$ cat src/rtl/rv_ctrl_pkg.sv
// Shared RV32I control encodings used by the decode stage and the execute-stage ALU.
// Holds opcodes, ALUOp / ALUControl / ResultSrc / ImmSrc codes and the ID/EX record layout.
package rv_ctrl_pkg;

  localparam logic [6:0] OP_LOAD   = 7'b0000011;
  localparam logic [6:0] OP_STORE  = 7'b0100011;
  localparam logic [6:0] OP_RTYPE  = 7'b0110011;
  localparam logic [6:0] OP_IALU   = 7'b0010011;
  localparam logic [6:0] OP_BRANCH = 7'b1100011;
  localparam logic [6:0] OP_JAL    = 7'b1101111;

  typedef enum logic [1:0] {
    ALUOP_ADD   = 2'b00,
    ALUOP_SUB   = 2'b01,
    ALUOP_FUNCT = 2'b10
  } aluop_e;

  // Code 4 is deliberately unused so the ALU can treat it as reserved.
  localparam logic [2:0] ALU_ADD = 3'd0;
  localparam logic [2:0] ALU_SUB = 3'd1;
  localparam logic [2:0] ALU_AND = 3'd2;
  localparam logic [2:0] ALU_OR  = 3'd3;
  localparam logic [2:0] ALU_SLT = 3'd5;

  localparam logic [1:0] RES_ALU = 2'b00;
  localparam logic [1:0] RES_MEM = 2'b01;
  localparam logic [1:0] RES_PC4 = 2'b10;

  localparam logic [1:0] IMM_I = 2'b00;
  localparam logic [1:0] IMM_S = 2'b01;
  localparam logic [1:0] IMM_B = 2'b10;
  localparam logic [1:0] IMM_J = 2'b11;

  typedef struct packed {
    logic       regWrite;
    logic [1:0] resultSrc;
    logic       memWrite;
    logic       branch;
    logic       jump;
    logic       aluSrc;
    logic [1:0] immSrc;
    logic [2:0] aluControl;
  } ctrl_t;

  typedef struct packed {
    ctrl_t      ctrl;
    logic [4:0] rs1;
    logic [4:0] rs2;
    logic [4:0] rd;
    logic       valid;
    logic       illegal;
  } idex_t;

  localparam ctrl_t CTRL_BUBBLE = '0;
  localparam idex_t IDEX_BUBBLE = '0;

endpackage

$ cat src/rtl/alu_decoder.sv
// Combinational ALU decoder: maps ALUOp plus instruction fields to the 3-bit ALUControl code.
// Flags funct3 values the ALU does not implement.
module alu_decoder
  import rv_ctrl_pkg::*;
(
  input  aluop_e     i_aluOp,
  input  logic [2:0] i_funct3,
  input  logic       i_op5,
  input  logic       i_f7b5,
  output logic [2:0] o_aluControl,
  output logic       o_illegal
);

  // Only R-type (op5=1) can request SUB through funct7; addi with bit 30 set stays ADD.
  always_comb begin
    o_aluControl = ALU_ADD;
    o_illegal    = 1'b0;
    case (i_aluOp)
      ALUOP_ADD: o_aluControl = ALU_ADD;
      ALUOP_SUB: o_aluControl = ALU_SUB;
      ALUOP_FUNCT: begin
        case (i_funct3)
          3'b000:  o_aluControl = (i_op5 && i_f7b5) ? ALU_SUB : ALU_ADD;
          3'b010:  o_aluControl = ALU_SLT;
          3'b110:  o_aluControl = ALU_OR;
          3'b111:  o_aluControl = ALU_AND;
          default: o_illegal    = 1'b1;
        endcase
      end
      default: o_illegal = 1'b1;
    endcase
  end

endmodule

$ cat src/rtl/id_ex_ctrl_stage.sv
// ID stage control decode and ID/EX pipeline register for the RV32I subset.
// Priority at each edge: reset > flush > stall > load.
module id_ex_ctrl_stage
  import rv_ctrl_pkg::*;
#(
  parameter bit ILLEGAL_TRAP = 1'b1
) (
  input  logic        clk,
  input  logic        rst_n,
  input  logic [31:0] InstrD,
  input  logic        ValidD,
  input  logic        StallE,
  input  logic        FlushE,
  output logic        RegWriteE,
  output logic [1:0]  ResultSrcE,
  output logic        MemWriteE,
  output logic        BranchE,
  output logic        JumpE,
  output logic        ALUSrcE,
  output logic [1:0]  ImmSrcE,
  output logic [2:0]  ALUControlE,
  output logic [4:0]  Rs1E,
  output logic [4:0]  Rs2E,
  output logic [4:0]  RdE,
  output logic        ValidE,
  output logic        IllegalE
);

  ctrl_t      w_mainCtrl;
  aluop_e     w_aluOp;
  logic       w_opIllegal;
  logic [2:0] w_aluControl;
  logic       w_aluIllegal;
  logic       w_illegal;
  idex_t      w_next;
  idex_t      r_idex;
  logic       w_unusedBits;

  assign w_unusedBits = ^{InstrD[31], InstrD[29:25]};

  always_comb begin
    w_mainCtrl  = CTRL_BUBBLE;
    w_aluOp     = ALUOP_ADD;
    w_opIllegal = 1'b0;
    case (InstrD[6:0])
      OP_LOAD: begin
        w_mainCtrl.regWrite  = 1'b1;
        w_mainCtrl.immSrc    = IMM_I;
        w_mainCtrl.aluSrc    = 1'b1;
        w_mainCtrl.resultSrc = RES_MEM;
      end
      OP_STORE: begin
        w_mainCtrl.memWrite = 1'b1;
        w_mainCtrl.immSrc   = IMM_S;
        w_mainCtrl.aluSrc   = 1'b1;
      end
      OP_RTYPE: begin
        w_mainCtrl.regWrite  = 1'b1;
        w_mainCtrl.resultSrc = RES_ALU;
        w_aluOp              = ALUOP_FUNCT;
      end
      OP_IALU: begin
        w_mainCtrl.regWrite = 1'b1;
        w_mainCtrl.immSrc   = IMM_I;
        w_mainCtrl.aluSrc   = 1'b1;
        w_aluOp             = ALUOP_FUNCT;
      end
      OP_BRANCH: begin
        w_mainCtrl.branch = 1'b1;
        w_mainCtrl.immSrc = IMM_B;
        w_aluOp           = ALUOP_SUB;
        w_opIllegal       = (InstrD[14:12] != 3'b000);
      end
      OP_JAL: begin
        w_mainCtrl.regWrite  = 1'b1;
        w_mainCtrl.immSrc    = IMM_J;
        w_mainCtrl.resultSrc = RES_PC4;
        w_mainCtrl.jump      = 1'b1;
      end
      default: w_opIllegal = 1'b1;
    endcase
  end

  alu_decoder u_aluDecoder (
    .i_aluOp      (w_aluOp),
    .i_funct3     (InstrD[14:12]),
    .i_op5        (InstrD[5]),
    .i_f7b5       (InstrD[30]),
    .o_aluControl (w_aluControl),
    .o_illegal    (w_aluIllegal)
  );

  assign w_illegal = w_opIllegal | w_aluIllegal;

  // A trapped illegal keeps its register fields so the handler can report them.
  always_comb begin
    w_next = IDEX_BUBBLE;
    if (ValidD) begin
      if (w_illegal) begin
        if (ILLEGAL_TRAP) begin
          w_next.rs1     = InstrD[19:15];
          w_next.rs2     = InstrD[24:20];
          w_next.rd      = InstrD[11:7];
          w_next.valid   = 1'b1;
          w_next.illegal = 1'b1;
        end
      end else begin
        w_next.ctrl            = w_mainCtrl;
        w_next.ctrl.aluControl = w_aluControl;
        w_next.rs1             = InstrD[19:15];
        w_next.rs2             = InstrD[24:20];
        w_next.rd              = InstrD[11:7];
        w_next.valid           = 1'b1;
      end
    end
  end

  always_ff @(posedge clk or negedge rst_n) begin
    if (!rst_n) begin
      r_idex <= IDEX_BUBBLE;
    end else if (FlushE) begin
      r_idex <= IDEX_BUBBLE;
    end else if (!StallE) begin
      r_idex <= w_next;
    end
  end

  assign RegWriteE   = r_idex.ctrl.regWrite;
  assign ResultSrcE  = r_idex.ctrl.resultSrc;
  assign MemWriteE   = r_idex.ctrl.memWrite;
  assign BranchE     = r_idex.ctrl.branch;
  assign JumpE       = r_idex.ctrl.jump;
  assign ALUSrcE     = r_idex.ctrl.aluSrc;
  assign ImmSrcE     = r_idex.ctrl.immSrc;
  assign ALUControlE = r_idex.ctrl.aluControl;
  assign Rs1E        = r_idex.rs1;
  assign Rs2E        = r_idex.rs2;
  assign RdE         = r_idex.rd;
  assign ValidE      = r_idex.valid;
  assign IllegalE    = r_idex.illegal;

endmodule

$ cat config.mk
export PLATFORM = sky130hd
export DESIGN_NAME = id_ex_ctrl_stage
export DESIGN_NICKNAME = d
export VERILOG_FILES = /design/src/rtl/rv_ctrl_pkg.sv /design/src/rtl/alu_decoder.sv /design/src/rtl/id_ex_ctrl_stage.sv
export SDC_FILE = /design/constraint.sdc
export NUM_CORES = 1
export LEC_CHECK = 0
export ABC_AREA = 1
export BUFFER_PORTS_ARGS = -buffer_cell sky130_fd_sc_hd__clkbuf_2
export CAP_MARGIN = 20
export CORE_ASPECT_RATIO = 0.75
export CORE_MARGIN = 5
export CORE_UTILIZATION = 40
export DETAILED_ROUTE_END_ITERATION = 10
export GPL_ROUTABILITY_DRIVEN = 0
export GPL_TIMING_DRIVEN = 0
export MAX_ROUTING_LAYER = met4
export PLACE_DENSITY = 0.69
export SYNTH_ARGS = -nofsm -noshare
export SYNTH_HDL_FRONTEND = slang
export SYNTH_HIERARCHICAL = 1
export SYNTH_SLANG_ARGS = --single-unit
$ cat constraint.sdc
create_clock -name clk -period 1.22 [get_ports clk]
set_clock_uncertainty 0.15 [all_clocks]
set_input_delay 0.061 -clock clk [delete_from_list [all_inputs] [get_ports clk]]
set_output_delay 0.061 -clock clk [all_outputs]
set_load 0.02 [all_outputs]
==> summary.md <==
| Metric | Value |
|---|---|
| Run status | finished, violations left |
| Failing checks | setup timing |
| Area of the core region | 3660 um2 |
| Transition time at the pin with the least slew margin | 697 ps |
| Minimum setup slack after placement | -737 ps |
| Yosys warning total | 6 |
| PnR worst setup slack | -370 ps |
| Vias | 1431 |
| Top FF cell, synth | dfrtp_1 |
| Final standard cell utilization of the core | 65.8% |
| Post-synthesis async set-or-reset flop share | 100% |
| Type of element launching the critical path | primary input |
| Maximum vdd drop | 0.805 mV |
| Number of pins with negative max-slew slack in the final report | 0 |
| DRC Markers | 0 |
| Final hold violation count | 0 |
| Final worst hold slack | 15.0 ps |
| Number of placed cells counting well taps | 280 |
| Final period utilization | 130% |
| Master cell of the clock root buffer | clkbuf_8 |
| Leftover overflow at the end of global routing | 0 |
| TritonRoute pass-1 iters | 4 |
| Final Cell Area | 2410 um2 |
| Most common cell after layout, fill and taps aside | clkbuf_2 |
| Time the worst path needs with I/O delays and setup | 1590 ps |
| Total negative slack for setup checks | -3690 ps |
| Detailed placement HPWL | 2600 um |
| Most frequent cells in the layout | clkbuf_2, nand2_1, dfrtp_1 |
| Cell area after placement | 1950 um2 |
| Setup slack, reg-to-reg | 330 ps |
| Layout overhead on the synthesized area | 59.4% |
| Die span in y | 63.2 um |
| Initial cell density of the core | 41.3% |
| Die footprint | 5120 um2 |
| Clock latency at the later pin of the worst-skew pair | 280 ps |
| RSZ-0062 raised after global routing | true |
| Synthesized area | 1510 um2 |
| Max-capacitance violation count | 0 |
| Filler cell count | 301 |
| Number of nets produced by synthesis | 209 |
| DRT antenna net count | 0 |
| Post-detailed-route wirelength per cell | 12.3 um |
| GR Layer Usage met3 | 5.13% |
| Cts bufs inserted | 5 |
| Wire length after detailed routing | 3930 um |
| Avg Synthesized Cell Area | 8.94 um2 |
| Achievable frequency | 629 MHz |
| Worst min-delay path category | in -> reg |
| Total inserted antenna cells | 0 |
| Width of the chip | 81.0 um |
| Clock sink count | 29 |
| Port-buffer cells | 59 |
| Highest fanout seen on the critical path | 3 |
| Global Route met2 Usage | 27.7% |
| Number of top-level pins | 66 |
| Initial drt markers | 69 |
| Count of mapped cells out of synthesis | 169 |
| Leak Pwr | 1.45 nW |
| Category of the critical setup timing path | in -> reg |
| Total Routing Usage GR | 16.9% |
| Share of cells above drive strength 1 | 49.3% |
| Number of rows in the core area | 19 |
| Maximum number of pins on one net before global-route repair | 30 |
| Clock H-tree levels | 2 |
| First-pass GRT wire length | 6490 um |
| Worst Path Required | 1240 ps |
| Endpoint kind of the worst setup timing path | flop |
| Final non-filler cell total | 320 |
| Power per Cell Area | 909 nW/um2 |
| Total Power Consumption | 2.19 mW |
| Met1 Usage GRT | 20.2% |
| Count of nets after finishing | 307 |
| Register clock-pin slew on the reported worst setup and hold paths | 60 ps |
| Routed via count divided by cell count | 4.47 |
| Number of antenna violations at the first check in global routing | 0 |
| TritonCTS clock tree | done |
| Setup violators final | 13 |
| Flops & latches, synth | 29 |
| Relative slew slack | 53.5% |
| Vias in the first global route | 1417 |
| Top Usage Layer GRT | met2 |
| Number of enable flip-flop cells after synthesis | 0 |
| Sequential fraction of the synthesis area | 48.1% |
| Crit path arrival time | 1610 ps |
| Unique masters post-synth | 21 |
| Maximum clock path buffer count | 2 |
## logic make-up after synthesis
kind of cell,synth area share (%)
DFF,48.1
and+or+nand+nor,29.9
buffers and inverters,8.53
AOI/OAI and AO/OA,11.0
adders and majority gates,2.49
## layer usage
metal / share of wire [%] / up-vias
li1: - / 727
met1: 42 / 662
met2: 52 / 35
met3: 4.7 / 7
met4: 1.2 / 0
met5: 0 / -
## critical path: stages
cell	delay, ps
clkbuf_16	140
inv_12	40
nand2_4	40
nor2_4	160
nand2_2	90
buf_4	140
buf_4	120
buf_6	100
buf_4	120
buf_4	120
buf_4	120
buf_4	120
nand3_2	70
nand2_2	50
nand2_1	50
nand2_1	50
## power breakdown
| part | total (mW) | internal, mW | switching (mW) |
|---|---|---|---|
| clock network | 0.857 | 0.509 | 0.348 |
| registers | 0.998 | 0.985 | 0.0132 |
| logic | 0.333 | 0.156 | 0.177 |
| total | 2.19 | 1.65 | 0.538 |
## worst paths after layout
kind / from / endpoint / depth (start not counted)
min in group asynchronous: rst_n / RdE[4] / 2
min reg2reg: ResultSrcE[1] / ResultSrcE[1] / 2
max reg2reg: Rs2E[4] / Rs2E[4] / 1
min: InstrD[5] / ResultSrcE[0] / 4
max: InstrD[3] / IllegalE / 16
max in group asynchronous: rst_n / ALUSrcE / 2
## cells in the mapped netlist, drive strengths merged (2+ instances only)
library cell | count | share of area [%]
nand2 | 61 | 20
dfrtp | 29 | 48
inv | 20 | 5.0
nor2 | 19 | 6.8
a22o | 15 | 8.7
a21oi | 5 | 1.7
nand3 | 5 | 1.7
buf | 4 | 2.7
ha | 3 | 2.5
nor3 | 3 | 0.99
clkbuf | 2 | 0.50
o21ai | 2 | 0.66
## timing repair
| action | 4_1_cts | 5_1_grt |
|---|---|---|
| setup buffers | 14 | 2 |
| endpoints found under the hold margin | 46 | 0 |
| setup endpoints to repair | 13 | 13 |
| pin swaps | 6 | 4 |
| resized for setup | 12 | 5 |
| hold buffers | 17 | 0 |
| cloned | 1 | 0 |
## final cells by class
class                           instances  area, um2  area share [%]
Inverter                               21       97.6            4.05
Tap cell                               52       65.1            2.70
Clock buffer                            7       96.3            4.00
Multi-Input combinational cell        113        741            30.8
Buffer                                  6       48.8            2.03
Clock inverter                          1       5.00           0.208
Sequential cell                        29        726            30.1
Timing Repair Buffer                   91        628            26.1
## sequential cells by signal (all words and copies together), names as in the netlist, 2 cells and up
register	count
RdE	5
Rs1E	5
Rs2E	5
ALUControlE	3
ImmSrcE	2
ResultSrcE	2
No activity file was read; power rests on OpenSTA's default activity.
